--- config.mk ---
export PLATFORM = sky130hd
export DESIGN_NAME = flsh_cfg_arbiter_flat
export DESIGN_NICKNAME = d
export VERILOG_FILES = /design/src/rtl/flsh_cfg_arbiter_if.sv /design/src/rtl/flsh_cfg_arbiter.sv /design/src/flat_wrapper.sv
export SDC_FILE = /design/constraint.sdc
export NUM_CORES = 1
export LEC_CHECK = 0
export ABC_AREA = 1
export CAP_MARGIN = 40
export CORE_MARGIN = 5
export CORE_UTILIZATION = 42
export CTS_CLUSTER_SIZE = 30
export DETAILED_ROUTE_END_ITERATION = 7
export PLACE_DENSITY = 0.82
export REMOVE_ABC_BUFFERS = 1
export SETUP_SLACK_MARGIN = 0.5
export SLEW_MARGIN = 25
export SYNTH_ARGS = -nofsm -noshare
export SYNTH_HDL_FRONTEND = slang
export SYNTH_SLANG_ARGS = --single-unit
export TNS_END_PERCENT = 30
--- constraint.sdc ---
create_clock -name clock_afu -period 1.8 [get_ports clock_afu]
set_clock_uncertainty 0.2 [all_clocks]
set_input_delay 0.18 -clock clock_afu [delete_from_list [all_inputs] [get_ports clock_afu]]
set_output_delay 0.18 -clock clock_afu [all_outputs]
set_load 0.02 [all_outputs]
--- src/rtl/flsh_cfg_arbiter_if.sv ---
`default_nettype none
// ============================================================================
//  Module      : flsh_cfg_arbiter_if / flsh_cfg_arbiter_fp_if
//  Description : Bus bundles for the flash configuration arbiter.
//                flsh_cfg_arbiter_if    - one requester's hold-until-done
//                                         command/response channel.
//                                         master = requester, slave = arbiter.
//                flsh_cfg_arbiter_fp_if - the shared downstream flash port.
//                                         master = arbiter, slave = flash.
//  Ports       : devsel[1:0], addr[13:0], wren, wdata[31:0], rden (command)
//                rdata[31:0], resp/bresp/rresp[1:0], done      (response)
//  Revision    : 1.0  initial release
// ============================================================================

interface flsh_cfg_arbiter_if;
   logic [1:0]  devsel;
   logic [13:0] addr;
   logic        wren;
   logic [31:0] wdata;
   logic        rden;
   logic [31:0] rdata;
   logic [1:0]  resp;
   logic        done;

   modport master (output devsel, addr, wren, wdata, rden,
                   input  rdata, resp, done);
   modport slave  (input  devsel, addr, wren, wdata, rden,
                   output rdata, resp, done);
endinterface

interface flsh_cfg_arbiter_fp_if;
   logic [1:0]  devsel;
   logic [13:0] addr;
   logic        wren;
   logic [31:0] wdata;
   logic        rden;
   logic [31:0] rdata;
   logic        done;
   logic [1:0]  bresp;
   logic [1:0]  rresp;

   modport master (output devsel, addr, wren, wdata, rden,
                   input  rdata, done, bresp, rresp);
   modport slave  (input  devsel, addr, wren, wdata, rden,
                   output rdata, done, bresp, rresp);
endinterface

`default_nettype wire

--- src/rtl/flsh_cfg_arbiter.sv ---
`default_nettype none
// ============================================================================
//  Module      : flsh_cfg_arbiter
//  Description : Round-robin arbiter sharing one hold-until-done flash config
//                port between the host register interface (req0) and the
//                maintenance engine (req1). The granted command is registered
//                and held until the slave completes or a timeout forces an
//                SLVERR completion.
//  Ports       : clock_afu, reset_afu_n  - clock, async active-low reset
//                req0, req1              - requester channels (slave modport)
//                flsh                    - downstream flash port (master)
//                arb_busy                - arbiter not idle
//                arb_owner               - current / last granted requester
//                arb_timeout_err         - one-cycle forced-timeout pulse
//  Revision    : 1.0  initial release
// ============================================================================

module flsh_cfg_arbiter #(
   parameter int TIMEOUT_CYCLES = 4095,
   parameter int TO_W           = 12
) (
   input  logic                  clock_afu,
   input  logic                  reset_afu_n,
   flsh_cfg_arbiter_if.slave     req0,
   flsh_cfg_arbiter_if.slave     req1,
   flsh_cfg_arbiter_fp_if.master flsh,
   output logic                  arb_busy,
   output logic                  arb_owner,
   output logic                  arb_timeout_err
);

   localparam logic [TO_W-1:0] TO_LAST = TO_W'(TIMEOUT_CYCLES - 1);

   typedef enum logic [1:0] {
      ST_IDLE = 2'd0,
      ST_WAIT = 2'd1,
      ST_REL1 = 2'd2,
      ST_REL2 = 2'd3
   } state_t;

   state_t            state_q,  state_d;
   logic [1:0]        devsel_q, devsel_d;
   logic [13:0]       addr_q,   addr_d;
   logic [31:0]       wdata_q,  wdata_d;
   logic              wren_q,   wren_d;
   logic              rden_q,   rden_d;
   logic              owner_q,  owner_d;
   logic              last_q,   last_d;
   logic [TO_W-1:0]   cnt_q,    cnt_d;
   logic [31:0]       rdata_q,  rdata_d;
   logic [1:0]        resp_q,   resp_d;
   logic              to_q,     to_d;

   logic              req0_v;
   logic              req1_v;
   logic              gnt;
   logic              sel_wren;
   logic [1:0]        sel_devsel;
   logic [13:0]       sel_addr;
   logic [31:0]       sel_wdata;

   assign req0_v = req0.wren | req0.rden;
   assign req1_v = req1.wren | req1.rden;

   // On a tie the requester that did not win last time gets the port.
   assign gnt        = (req0_v & req1_v) ? ~last_q : req1_v;
   assign sel_wren   = gnt ? req1.wren   : req0.wren;
   assign sel_devsel = gnt ? req1.devsel : req0.devsel;
   assign sel_addr   = gnt ? req1.addr   : req0.addr;
   assign sel_wdata  = gnt ? req1.wdata  : req0.wdata;

   always_ff @(posedge clock_afu or negedge reset_afu_n) begin
      if (!reset_afu_n) begin
         state_q  <= ST_IDLE;
         devsel_q <= '0;
         addr_q   <= '0;
         wdata_q  <= '0;
         wren_q   <= 1'b0;
         rden_q   <= 1'b0;
         owner_q  <= 1'b0;
         last_q   <= 1'b1;
         cnt_q    <= '0;
         rdata_q  <= '0;
         resp_q   <= '0;
         to_q     <= 1'b0;
      end else begin
         state_q  <= state_d;
         devsel_q <= devsel_d;
         addr_q   <= addr_d;
         wdata_q  <= wdata_d;
         wren_q   <= wren_d;
         rden_q   <= rden_d;
         owner_q  <= owner_d;
         last_q   <= last_d;
         cnt_q    <= cnt_d;
         rdata_q  <= rdata_d;
         resp_q   <= resp_d;
         to_q     <= to_d;
      end
   end

   always_comb begin
      state_d  = state_q;
      devsel_d = devsel_q;
      addr_d   = addr_q;
      wdata_d  = wdata_q;
      wren_d   = wren_q;
      rden_d   = rden_q;
      owner_d  = owner_q;
      last_d   = last_q;
      cnt_d    = cnt_q;
      rdata_d  = rdata_q;
      resp_d   = resp_q;
      to_d     = to_q;

      case (state_q)
         ST_IDLE: begin
            if (req0_v | req1_v) begin
               devsel_d = sel_devsel;
               addr_d   = sel_addr;
               wdata_d  = sel_wdata;
               // A request with both enables set is issued as a write.
               wren_d   = sel_wren;
               rden_d   = ~sel_wren;
               owner_d  = gnt;
               last_d   = gnt;
               cnt_d    = '0;
               // Clear the result so the new owner never sees stale data.
               rdata_d  = '0;
               resp_d   = '0;
               to_d     = 1'b0;
               state_d  = ST_WAIT;
            end
         end

         ST_WAIT: begin
            cnt_d = cnt_q + TO_W'(1);
            // Slave completion takes priority over a coincident timeout.
            if (flsh.done) begin
               rdata_d = wren_q ? 32'h0 : flsh.rdata;
               resp_d  = wren_q ? flsh.bresp : flsh.rresp;
               to_d    = 1'b0;
               wren_d  = 1'b0;
               rden_d  = 1'b0;
               state_d = ST_REL1;
            end else if (cnt_q == TO_LAST) begin
               rdata_d = 32'hFFFF_FFFF;
               resp_d  = 2'b10;
               to_d    = 1'b1;
               wren_d  = 1'b0;
               rden_d  = 1'b0;
               state_d = ST_REL1;
            end
         end

         ST_REL1: state_d = ST_REL2;

         // Dead cycle: owner drops its request, slave sees enables low.
         ST_REL2: state_d = ST_IDLE;

         default: state_d = ST_IDLE;
      endcase
   end

   assign flsh.devsel = devsel_q;
   assign flsh.addr   = addr_q;
   assign flsh.wdata  = wdata_q;
   assign flsh.wren   = wren_q;
   assign flsh.rden   = rden_q;

   assign req0.done  = (state_q == ST_REL1) & ~owner_q;
   assign req0.rdata = owner_q ? 32'h0 : rdata_q;
   assign req0.resp  = owner_q ? 2'b00 : resp_q;
   assign req1.done  = (state_q == ST_REL1) &  owner_q;
   assign req1.rdata = owner_q ? rdata_q : 32'h0;
   assign req1.resp  = owner_q ? resp_q  : 2'b00;

   assign arb_busy        = (state_q != ST_IDLE);
   assign arb_owner       = owner_q;
   assign arb_timeout_err = (state_q == ST_REL1) & to_q;

endmodule

`default_nettype wire

--- src/flat_wrapper.sv ---
// flat-port wrapper written by rule: the top's interface ports become plain ports
module flsh_cfg_arbiter_flat 
#(
   parameter int TIMEOUT_CYCLES = 4095,
   parameter int TO_W           = 12
)
  (clock_afu, reset_afu_n, arb_busy, arb_owner, arb_timeout_err, req0_devsel, req0_addr, req0_wren, req0_wdata, req0_rden, req0_rdata, req0_resp, req0_done, req1_devsel, req1_addr, req1_wren, req1_wdata, req1_rden, req1_rdata, req1_resp, req1_done, flsh_devsel, flsh_addr, flsh_wren, flsh_wdata, flsh_rden, flsh_rdata, flsh_done, flsh_bresp, flsh_rresp);
  flsh_cfg_arbiter_if req0_i ();
  flsh_cfg_arbiter_if req1_i ();
  flsh_cfg_arbiter_fp_if flsh_i ();
  input  logic clock_afu;
  input  logic reset_afu_n;
  output logic arb_busy;
  output logic arb_owner;
  output logic arb_timeout_err;
  input wire logic [$bits(req0_i.devsel)-1:0] req0_devsel;
  input wire logic [$bits(req0_i.addr)-1:0] req0_addr;
  input wire logic [$bits(req0_i.wren)-1:0] req0_wren;
  input wire logic [$bits(req0_i.wdata)-1:0] req0_wdata;
  input wire logic [$bits(req0_i.rden)-1:0] req0_rden;
  output wire logic [$bits(req0_i.rdata)-1:0] req0_rdata;
  output wire logic [$bits(req0_i.resp)-1:0] req0_resp;
  output wire logic [$bits(req0_i.done)-1:0] req0_done;
  input wire logic [$bits(req1_i.devsel)-1:0] req1_devsel;
  input wire logic [$bits(req1_i.addr)-1:0] req1_addr;
  input wire logic [$bits(req1_i.wren)-1:0] req1_wren;
  input wire logic [$bits(req1_i.wdata)-1:0] req1_wdata;
  input wire logic [$bits(req1_i.rden)-1:0] req1_rden;
  output wire logic [$bits(req1_i.rdata)-1:0] req1_rdata;
  output wire logic [$bits(req1_i.resp)-1:0] req1_resp;
  output wire logic [$bits(req1_i.done)-1:0] req1_done;
  output wire logic [$bits(flsh_i.devsel)-1:0] flsh_devsel;
  output wire logic [$bits(flsh_i.addr)-1:0] flsh_addr;
  output wire logic [$bits(flsh_i.wren)-1:0] flsh_wren;
  output wire logic [$bits(flsh_i.wdata)-1:0] flsh_wdata;
  output wire logic [$bits(flsh_i.rden)-1:0] flsh_rden;
  input wire logic [$bits(flsh_i.rdata)-1:0] flsh_rdata;
  input wire logic [$bits(flsh_i.done)-1:0] flsh_done;
  input wire logic [$bits(flsh_i.bresp)-1:0] flsh_bresp;
  input wire logic [$bits(flsh_i.rresp)-1:0] flsh_rresp;
  assign req0_i.devsel = req0_devsel;
  assign req0_i.addr = req0_addr;
  assign req0_i.wren = req0_wren;
  assign req0_i.wdata = req0_wdata;
  assign req0_i.rden = req0_rden;
  assign req0_rdata = req0_i.rdata;
  assign req0_resp = req0_i.resp;
  assign req0_done = req0_i.done;
  assign req1_i.devsel = req1_devsel;
  assign req1_i.addr = req1_addr;
  assign req1_i.wren = req1_wren;
  assign req1_i.wdata = req1_wdata;
  assign req1_i.rden = req1_rden;
  assign req1_rdata = req1_i.rdata;
  assign req1_resp = req1_i.resp;
  assign req1_done = req1_i.done;
  assign flsh_devsel = flsh_i.devsel;
  assign flsh_addr = flsh_i.addr;
  assign flsh_wren = flsh_i.wren;
  assign flsh_wdata = flsh_i.wdata;
  assign flsh_rden = flsh_i.rden;
  assign flsh_i.rdata = flsh_rdata;
  assign flsh_i.done = flsh_done;
  assign flsh_i.bresp = flsh_bresp;
  assign flsh_i.rresp = flsh_rresp;
  flsh_cfg_arbiter #(.TIMEOUT_CYCLES(TIMEOUT_CYCLES), .TO_W(TO_W)) u_core (.clock_afu(clock_afu), .reset_afu_n(reset_afu_n), .req0(req0_i), .req1(req1_i), .flsh(flsh_i), .arb_busy(arb_busy), .arb_owner(arb_owner), .arb_timeout_err(arb_timeout_err));
endmodule
==> summary.log, run 1 <==
[clocking] CTS tree built
[clocking] Clock Sinks 101
[setup_path] Critical Setup Path Class flip-flop to output pin
[yosys] combinational family with the most area after synthesis simple AND/OR/NAND/NOR gates
[yosys] post-synth design cell area 0.005573 mm2
[sta] post-layout min period 1.762 ns
[clocking] buffer cell driving the clock tree root sky130_fd_sc_hd__clkbuf_16
[yosys] Warnings, synthesis 0
[setup_path] sort of element at the start of the critical path flip-flop
[place] Detail Placement HPWL 14.15 mm
[setup_path] maximum fanout along the worst path 9
[place] routability cong. 0.8369
[clocking] clock insertion delay at the later pin of the skew report 0.34 ns
[setup_path] data required time of the worst path 1.42 ns
[finish] post-route cell area 0.009593 mm2
[sta] setup TNS after final layout 0 ns
[die] area of the placeable core 0.01314 mm2
[setup_path] element type at the critical path end output pin
[power] VDD IR-drop max 1.078 mV
[global_route] number of antenna violations at the first check in global routing 0
[yosys] simple-gate area share of the yosys netlist 29.55%
[yosys] Synth Area in XOR/XNOR 0%
[place] placed instance area 0.008648 mm2
[die] height of the die 125.2 um
[finish] layout cell share with drive strength beyond 1 22.85%
[yosys] arithmetic-cell share of the synthesized area counting full adders, half adders and majority gates 1.123%
[sta] number of max-slew violations in the final report 0
[drt] number of DRC markers after the initial detailed-route iteration 596
[hold_path] Hold Path Class input port to asynchronous set/reset pin
[clocking] Clock transition at path regs 0.07 ns
[drt] DRC viols 0
[power] Leak 4.727 nW
[sta] Tcrit/Tclk final 97.89%
[sta] Final Setup Violations 0
[sta] unrepaired setup endpoints after global routing yes
[place] PortBufs 261
[global_route] global-route wire length before repair 31.16 mm
[setup_path] Critical Path Source u_core.arb_owner
[drt] first drt pass iteration count 5
[sta] slew at the pin closest to its max-slew limit 0.4719 ns
[power] Pwr Density 1727 mW/mm2
[drt] vias post-DR 6389
[die] effective utilization at floorplan 42.42%
[clocking] worst-case clock buffer depth 2
[die] overall die width 125.2 um
[yosys] share of synthesized area occupied by flip-flops and latches 45.37%
[global_route] largest net degree at the start of global routing 39
[yosys] synthesized instance count 797
[drt] post-detailed-routing wire length 21.33 mm
[setup_path] CP arrival 1.38 ns
[die] top-level I/O count 262
[sta] maximum achievable frequency 0.5676 GHz
[finish] final antenna diode count 0
[clocking] H-tree Lvls 3
[drt] Post-DRT Antenna Nets 0
[yosys] number of synthesized register bits 101
[die] Die Area 0.01567 mm2
[sta] Final Hold Violating Endpoints 0
[outcome] run status completed
[drt] routed vias/inst 5.031
[clocking] cts bufs inserted 9
[yosys] fraction of the mapped netlist area in compound gates 13.29%
[yosys] portion of netlist area occupied by mux cells 0%
[sta] headroom to the max-slew limit 68.54%
[die] number of core rows 42
[run] maxcap violations 0
[global_route] Total Routing Usage GR 24.71%
[global_route] gr ovfl total 0
[finish] area overhead of the layout relative to synthesis 72.14%
[finish] number of nets in the layout 1233
[setup_path] startpoint of the worst-slack reg-to-reg timing path u_core.state_q[0]
[drt] average wire length per cell after detail routing 16.80 um
[yosys] count of distinct cell types in the synthesized netlist 31
[global_route] number of global-route vias before repair 6096
[yosys] mean instance size in the synthesized netlist 6.992 um2
## metal layers
layer	wire length, um	vias up	global-route usage [%]
met2	10540	340	42.39
met5	0	-	0
met4	516	0	8.163
met3	2210	44	8.188
met1	8065	2971	29.29
li1	-	3034	-
## path summary, 6_finish.rpt
path                                         end  slack [ns]  cells past startpoint
max                               req1_rdata[23]        0.04                      5
max reg2reg                    u_core.rdata_q[6]        0.06                     10
max in group asynchronous  u_core.flsh.wdata[19]        0.71                      3
min in group clock_afu     u_core.flsh.wdata[21]        0.19                      3
min reg2reg                        u_core.last_q        0.28                      2
min                           u_core.rdata_q[25]        0.14                      2
## synthesized netlist by cell type
master | count | share of area, %
sky130_fd_sc_hd__a21oi_1 | 133 | 12
sky130_fd_sc_hd__a21oi_4 | 1 | 0.29
sky130_fd_sc_hd__buf_1 | 3 | 0.20
sky130_fd_sc_hd__buf_2 | 12 | 1.1
sky130_fd_sc_hd__buf_4 | 3 | 0.40
sky130_fd_sc_hd__buf_6 | 4 | 0.81
sky130_fd_sc_hd__clkbuf_1 | 22 | 1.5
sky130_fd_sc_hd__clkbuf_4 | 1 | 0.13
sky130_fd_sc_hd__clkbuf_8 | 2 | 0.49
sky130_fd_sc_hd__clkinv_1 | 1 | 0.067
sky130_fd_sc_hd__dfrtp_1 | 100 | 45
sky130_fd_sc_hd__dfstp_2 | 1 | 0.47
sky130_fd_sc_hd__ha_1 | 5 | 1.1
sky130_fd_sc_hd__inv_1 | 85 | 5.7
sky130_fd_sc_hd__inv_2 | 4 | 0.27
sky130_fd_sc_hd__nand2_1 | 274 | 18
sky130_fd_sc_hd__nand2_2 | 8 | 0.90
sky130_fd_sc_hd__nand2_4 | 2 | 0.40
sky130_fd_sc_hd__nand3_1 | 12 | 1.1
sky130_fd_sc_hd__nand3_2 | 2 | 0.36
sky130_fd_sc_hd__nand3b_1 | 1 | 0.13
sky130_fd_sc_hd__nand4_1 | 3 | 0.34
sky130_fd_sc_hd__nor2_1 | 102 | 6.9
sky130_fd_sc_hd__nor2_2 | 3 | 0.34
sky130_fd_sc_hd__nor2_4 | 1 | 0.20
sky130_fd_sc_hd__nor2_8 | 1 | 0.36
sky130_fd_sc_hd__o211ai_1 | 1 | 0.13
sky130_fd_sc_hd__o21ai_0 | 7 | 0.63
sky130_fd_sc_hd__o21ai_2 | 1 | 0.16
sky130_fd_sc_hd__o31ai_1 | 1 | 0.13
sky130_fd_sc_hd__or2_2 | 1 | 0.11
## layout make-up
type / count / area, um2
timing repair buffer: 328 / 3382
inverter: 90 / 352.8
clock buffer: 13 / 260.3
fill: 985 / 3545
sequential: 101 / 2531
tap: 176 / 220.2
multi-input combinational: 559 / 2828
clock inverter: 3 / 18.77
## power breakdown
group	switching, mW	internal [mW]	leakage (nW)
clock	0.841	1.02	0.140
combinational	5.96	4.91	3.35
sequential	0.651	3.19	1.24
## placed cells by master (no fill, tap or decap), types with 3 or more instances in the layout
master,n
sky130_fd_sc_hd__nor2_4,26
sky130_fd_sc_hd__a21oi_1,125
sky130_fd_sc_hd__buf_16,5
sky130_fd_sc_hd__clkdlybuf4s50_1,179
sky130_fd_sc_hd__nand2_2,18
sky130_fd_sc_hd__nor2_1,73
sky130_fd_sc_hd__nand2_1,256
sky130_fd_sc_hd__ha_4,4
sky130_fd_sc_hd__nand4_1,3
sky130_fd_sc_hd__buf_4,49
sky130_fd_sc_hd__nor2_2,7
sky130_fd_sc_hd__inv_1,77
sky130_fd_sc_hd__nand3_1,12
sky130_fd_sc_hd__inv_4,3
sky130_fd_sc_hd__buf_6,37
sky130_fd_sc_hd__nand2_4,10
sky130_fd_sc_hd__buf_2,29
sky130_fd_sc_hd__dlygate4sd2_1,6
sky130_fd_sc_hd__clkbuf_16,14
sky130_fd_sc_hd__a21oi_2,7
sky130_fd_sc_hd__dfrtp_1,98
sky130_fd_sc_hd__o21ai_0,7
sky130_fd_sc_hd__buf_12,16
sky130_fd_sc_hd__inv_2,8
## per-stage QoR
stage / power (mW) / setup WS (ns) / hold WS [ns] / cells / utilization [%]
2_1_floorplan: 8.094 / -0.6704 / -0.3156 / 750 / -
3_3_place_gp: 12.49 / -0.05264 / -0.03744 / 1230 / 65.83
3_5_place_dp: 12.67 / -0.09439 / -0.03709 / 1230 / 65.83
4_1_cts: 15.63 / 0.06482 / 0.1414 / 1260 / 70.12
5_1_grt: 17.56 / -0.01328 / 0.1878 / 1270 / 73.02
6_report: 16.57 / 0.03806 / 0.1405 / 1270 / 73.02
## registers in the layout, summed over array words and instances (netlist names)
name	flops
u_core.arb_owner	1
u_core.cnt_q	12
u_core.flsh.addr	14
u_core.flsh.devsel	2
u_core.flsh.rden	1
u_core.flsh.wdata	32
u_core.flsh.wren	1
u_core.last_q	1
u_core.rdata_q	32
u_core.resp_q	2
u_core.state_q	2
u_core.to_q	1
## cells by family (layout without fill, tap and decap cells)
| logic type | Yosys count | count (layout) |
|---|---|---|
| and+or+nand+nor | 410 | 410 |
| AOI/OAI and AO/OA | 144 | 144 |
| buffers and inverters | 137 | 434 |
| DFF | 101 | 101 |
| adders and majority gates | 5 | 5 |
## what timing repair did
action / 4_1_cts / 5_1_grt
cloned: 5 / 6
gates resized for setup: 436 / 72
endpoints found under the setup margin: 224 / 224
buffers inserted: 8 / 4
endpoints found under the hold margin: 101 / 0
pin swaps: 17 / 20
hold buffers: 1 / 0
## critical path: stages, from the launching register on
cell                        delay (ns)
sky130_fd_sc_hd__dfrtp_2          0.45
sky130_fd_sc_hd__buf_4            0.17
sky130_fd_sc_hd__clkbuf_16        0.17
sky130_fd_sc_hd__nand2_1          0.07
sky130_fd_sc_hd__inv_1            0.04
sky130_fd_sc_hd__buf_2            0.15
No activity file was read; power rests on OpenSTA's default activity.
==> run 2, diff against run 1 <==
- CAP_MARGIN: 40 -> unset
- CORE_ASPECT_RATIO: unset -> 1.1
- CORE_MARGIN: 5 -> 2
==> run 2 against run 1 <==
The run now ends with setup timing left. Power up 18%. Sequential power rose by 10%. Sequential share of layout area is 2.8 points lower. Sequential cell count unchanged. Final area grew 12%. Hold slack worse by 0.063 ns. First-iteration DRC count shrank 16%. Clock power up 31%.
==> summary.log, run 2 (same netlist as run 1, synthesis figures left out) <==
[drt] vias post-DR 6805 [+6.5%]
[setup_path] cell repeated most along the worst path sky130_fd_sc_hd__buf_6
[setup_path] maximum fanout along the worst path 24 [+15]
[setup_path] register-to-register setup slack -0.02 ns [-0.08 ns]
[sta] Final Setup Violations 5 [+5]
[drt] first drt pass iteration count 4 [-1]
[clocking] clock insertion delay at the later pin of the skew report 0.34 ns [about the same]
[clocking] worst-case clock buffer depth 2 [unchanged]
[finish] number of nets in the layout 1254 [+1.7%]
[finish] register area 0.002531 mm2 [unchanged]
[die] top-level I/O count 262 [unchanged]
[clocking] buffer cell driving the clock tree root sky130_fd_sc_hd__clkbuf_16
[die] height of the die 124.8 um [-0.30%]
[place] PortBufs 261 [unchanged]
[clocking] Clock transition at path regs 0.08 ns [about the same]
[setup_path] CP arrival 1.85 ns [+0.47 ns]
[setup_path] element type at the critical path end flip-flop
[die] area of the placeable core 0.01310 mm2 [-0.27%]
[setup_path] endpoint of the most critical register-to-register path u_core.flsh.addr[4]
[finish] post-route cell area 0.01071 mm2 [+12%]
[sta] maximum achievable frequency 0.5500 GHz [-3.1%]
[finish] top library cells by usage in the layout, fill and taps aside sky130_fd_sc_hd__nand2_1 (208), sky130_fd_sc_hd__clkdlybuf4s50_1 (135), sky130_fd_sc_hd__buf_6 (112)
[clocking] Clock Sinks 101 [unchanged]
[drt] Post-DRT Antenna Nets 0 [unchanged]
[setup_path] Critical Setup Path Class flip-flop to flip-flop
[sta] post-layout min period 1.818 ns [+0.05624 ns]
[clocking] cts bufs inserted 9 [unchanged]
[global_route] largest net degree at the start of global routing 50 [+28%]
[setup_path] data required time of the worst path 1.83 ns [+0.41 ns]
[run] maxcap violations 0 [unchanged]
[setup_path] buffers and inverters on the worst path 4 [unchanged]
[power] total power 19.48 mW [+18%]
[hold_path] Hold Path Class input port to asynchronous set/reset pin
[sta] unrepaired setup endpoints after global routing yes
[sta] Final Hold Slack 0.07791 ns [-0.06256 ns]
[global_route] Total Routing Usage GR 28.83% [+4.1 points]
[power] Pwr Density 1818 mW/mm2 [+5.3%]
[setup_path] max incr delay on CP 0.44 ns [about the same]
[sta] Tcrit/Tclk final 101.0% [+3.1 points]
[finish] Filler Cell Count 783 [-21%]
[outcome] violations in the final reports setup timing
[drt] routed vias/inst 5.329 [+5.9%]
[global_route] gr ovfl total 0 [unchanged]
[setup_path] timing endpoint of the critical path u_core.flsh.addr[4]
[die] overall die width 113.8 um [-9.1%]
[global_route] number of antenna violations at the first check in global routing 1 [+1]
[finish] most common library cell in the layout ignoring fill and taps sky130_fd_sc_hd__nand2_1
[clocking] H-tree Lvls 3 [unchanged]
[finish] layout cell share with drive strength beyond 1 41.43% [+19 points]
[drt] DRC viols 0 [unchanged]
[setup_path] Critical Path Source u_core.state_q[0]
[sta] slew at the pin closest to its max-slew limit 0.3723 ns [-0.09962 ns]
[die] effective utilization at floorplan 42.53% [+0.11 points]
[sta] slack of the critical path -0.01817 ns [-0.05624 ns]
[setup_path] cell with the largest stage delay on the worst path sky130_fd_sc_hd__dfrtp_2
[die] number of core rows 44 [+4.8%]
[global_route] number of global-route vias before repair 6212 [+1.9%]
[place] Detail Placement HPWL 13.68 mm [-3.4%]
[drt] average wire length per cell after detail routing 18.60 um [+11%]
[setup_path] sort of element at the start of the critical path flip-flop
[setup_path] startpoint of the worst-slack reg-to-reg timing path u_core.state_q[0]
[setup_path] number of logic stages on the critical path including buffering 8 [+3]
[setup_path] r2r worst-path depth 8 [-2]
[place] routability cong. 0.8573 [+2.4%]
[clocking] CTS tree built
[sta] number of max-slew violations in the final report 0 [unchanged]
[global_route] global-route wire length before repair 32.50 mm [+4.3%]
[die] Die Area 0.01421 mm2 [-9.4%]
[outcome] run status complete, but fails checks
[sta] headroom to the max-slew limit 75.18% [+6.6 points]
[drt] post-detailed-routing wire length 23.75 mm [+11%]
[power] VDD IR-drop max 1.078 mV [about the same]
[place] placed instance area 0.008722 mm2 [+0.85%]
[setup_path] Top delay family on crit path buffers and inverters
[power] Leak 5.139 nW [+8.7%]
[sta] Final Hold Violating Endpoints 0 [unchanged]
[finish] multi-input combinational cell area 0.003491 mm2 [+23%]
[finish] area overhead of the layout relative to synthesis 92.23%
[drt] number of DRC markers after the initial detailed-route iteration 499 [-16%]
[setup_path] ordered list of cells on the worst path inv_2, ha_4, buf_6, nand2_8, buf_6, clkbuf_16, a21oi_2, a21oi_1
[run 2: through the flow]
step	util (%)	std cells	setup TNS, ns	setup WS (ns)
after floorplan	-	750	-77.22	-0.6704
after global placement	66.57	1229	-18.88	-0.3394
after detailed placement	66.57	1229	-20.81	-0.3828
after CTS	72.86	1265	-0.01377	-0.01150
after global routing	81.74	1276	-2.328	-0.07949
final	81.76	1277	-0.05999	-0.01817
[run 2: report_power, final]
group          switching (mW)  internal (mW)  total, mW
clock                   0.927           1.51       2.44
combinational            6.96           5.84       12.8
sequential               1.05           3.19       4.24
total                    8.94           10.5       19.5
[run 2: worst register-to-register path: stages, from the launching register on]
cell and delay (ns):
sky130_fd_sc_hd__dfrtp_2 0.44, sky130_fd_sc_hd__inv_2 0.09, sky130_fd_sc_hd__ha_4 0.16, sky130_fd_sc_hd__buf_6 0.13, sky130_fd_sc_hd__nand2_8 0.09, sky130_fd_sc_hd__buf_6 0.14
sky130_fd_sc_hd__clkbuf_16 0.21, sky130_fd_sc_hd__a21oi_2 0.17, sky130_fd_sc_hd__a21oi_1 0.09
[run 2: worst min path at each step]
stage	startpoint	slack [ns]	cells after the start	end
detailed placement	reset_afu_n	-0.13	1	u_core.flsh.wdata[0]
global route	reset_afu_n	0.11	2	u_core.flsh.wdata[23]
global placement	reset_afu_n	-0.13	1	u_core.flsh.wdata[26]
floorplan	reset_afu_n	-0.32	0	u_core.arb_owner
finish	reset_afu_n	0.08	2	u_core.flsh.wdata[23]
CTS	reset_afu_n	0.04	2	u_core.flsh.wdata[23]
[run 2: metal layers]
metal / share of wire, % / vias up / global-route usage (%)
li1: - / 3083 / -
met1: 36 / 3270 / 36.26
met2: 51 / 375 / 47.20
met3: 8.9 / 77 / 8.224
met4: 4.2 / 0 / 10.40
met5: 0 / - / 0
[run 2: final cells by class]
class | count | area share [%]
repair buffers | 348 | 35.12
multi-input cells | 560 | 32.59
well taps | 161 | 1.880
flip-flops and latches | 101 | 23.63
clock inverters | 7 | 1.366
inverters | 90 | 3.294
diodes | 1 | 0.02336
clock buffers | 9 | 2.102
[run 2: timing repair]
| action | in CTS | in global routing |
|---|---|---|
| endpoints found under the hold margin | 100 | 0 |
| resized for setup | 417 | 562 |
| gates cloned | 4 | 5 |
| buffers inserted | 15 | 6 |
| hold buffers | 1 | 0 |
| endpoints found under the setup margin | 224 | 224 |
| pin swaps | 40 | 80 |
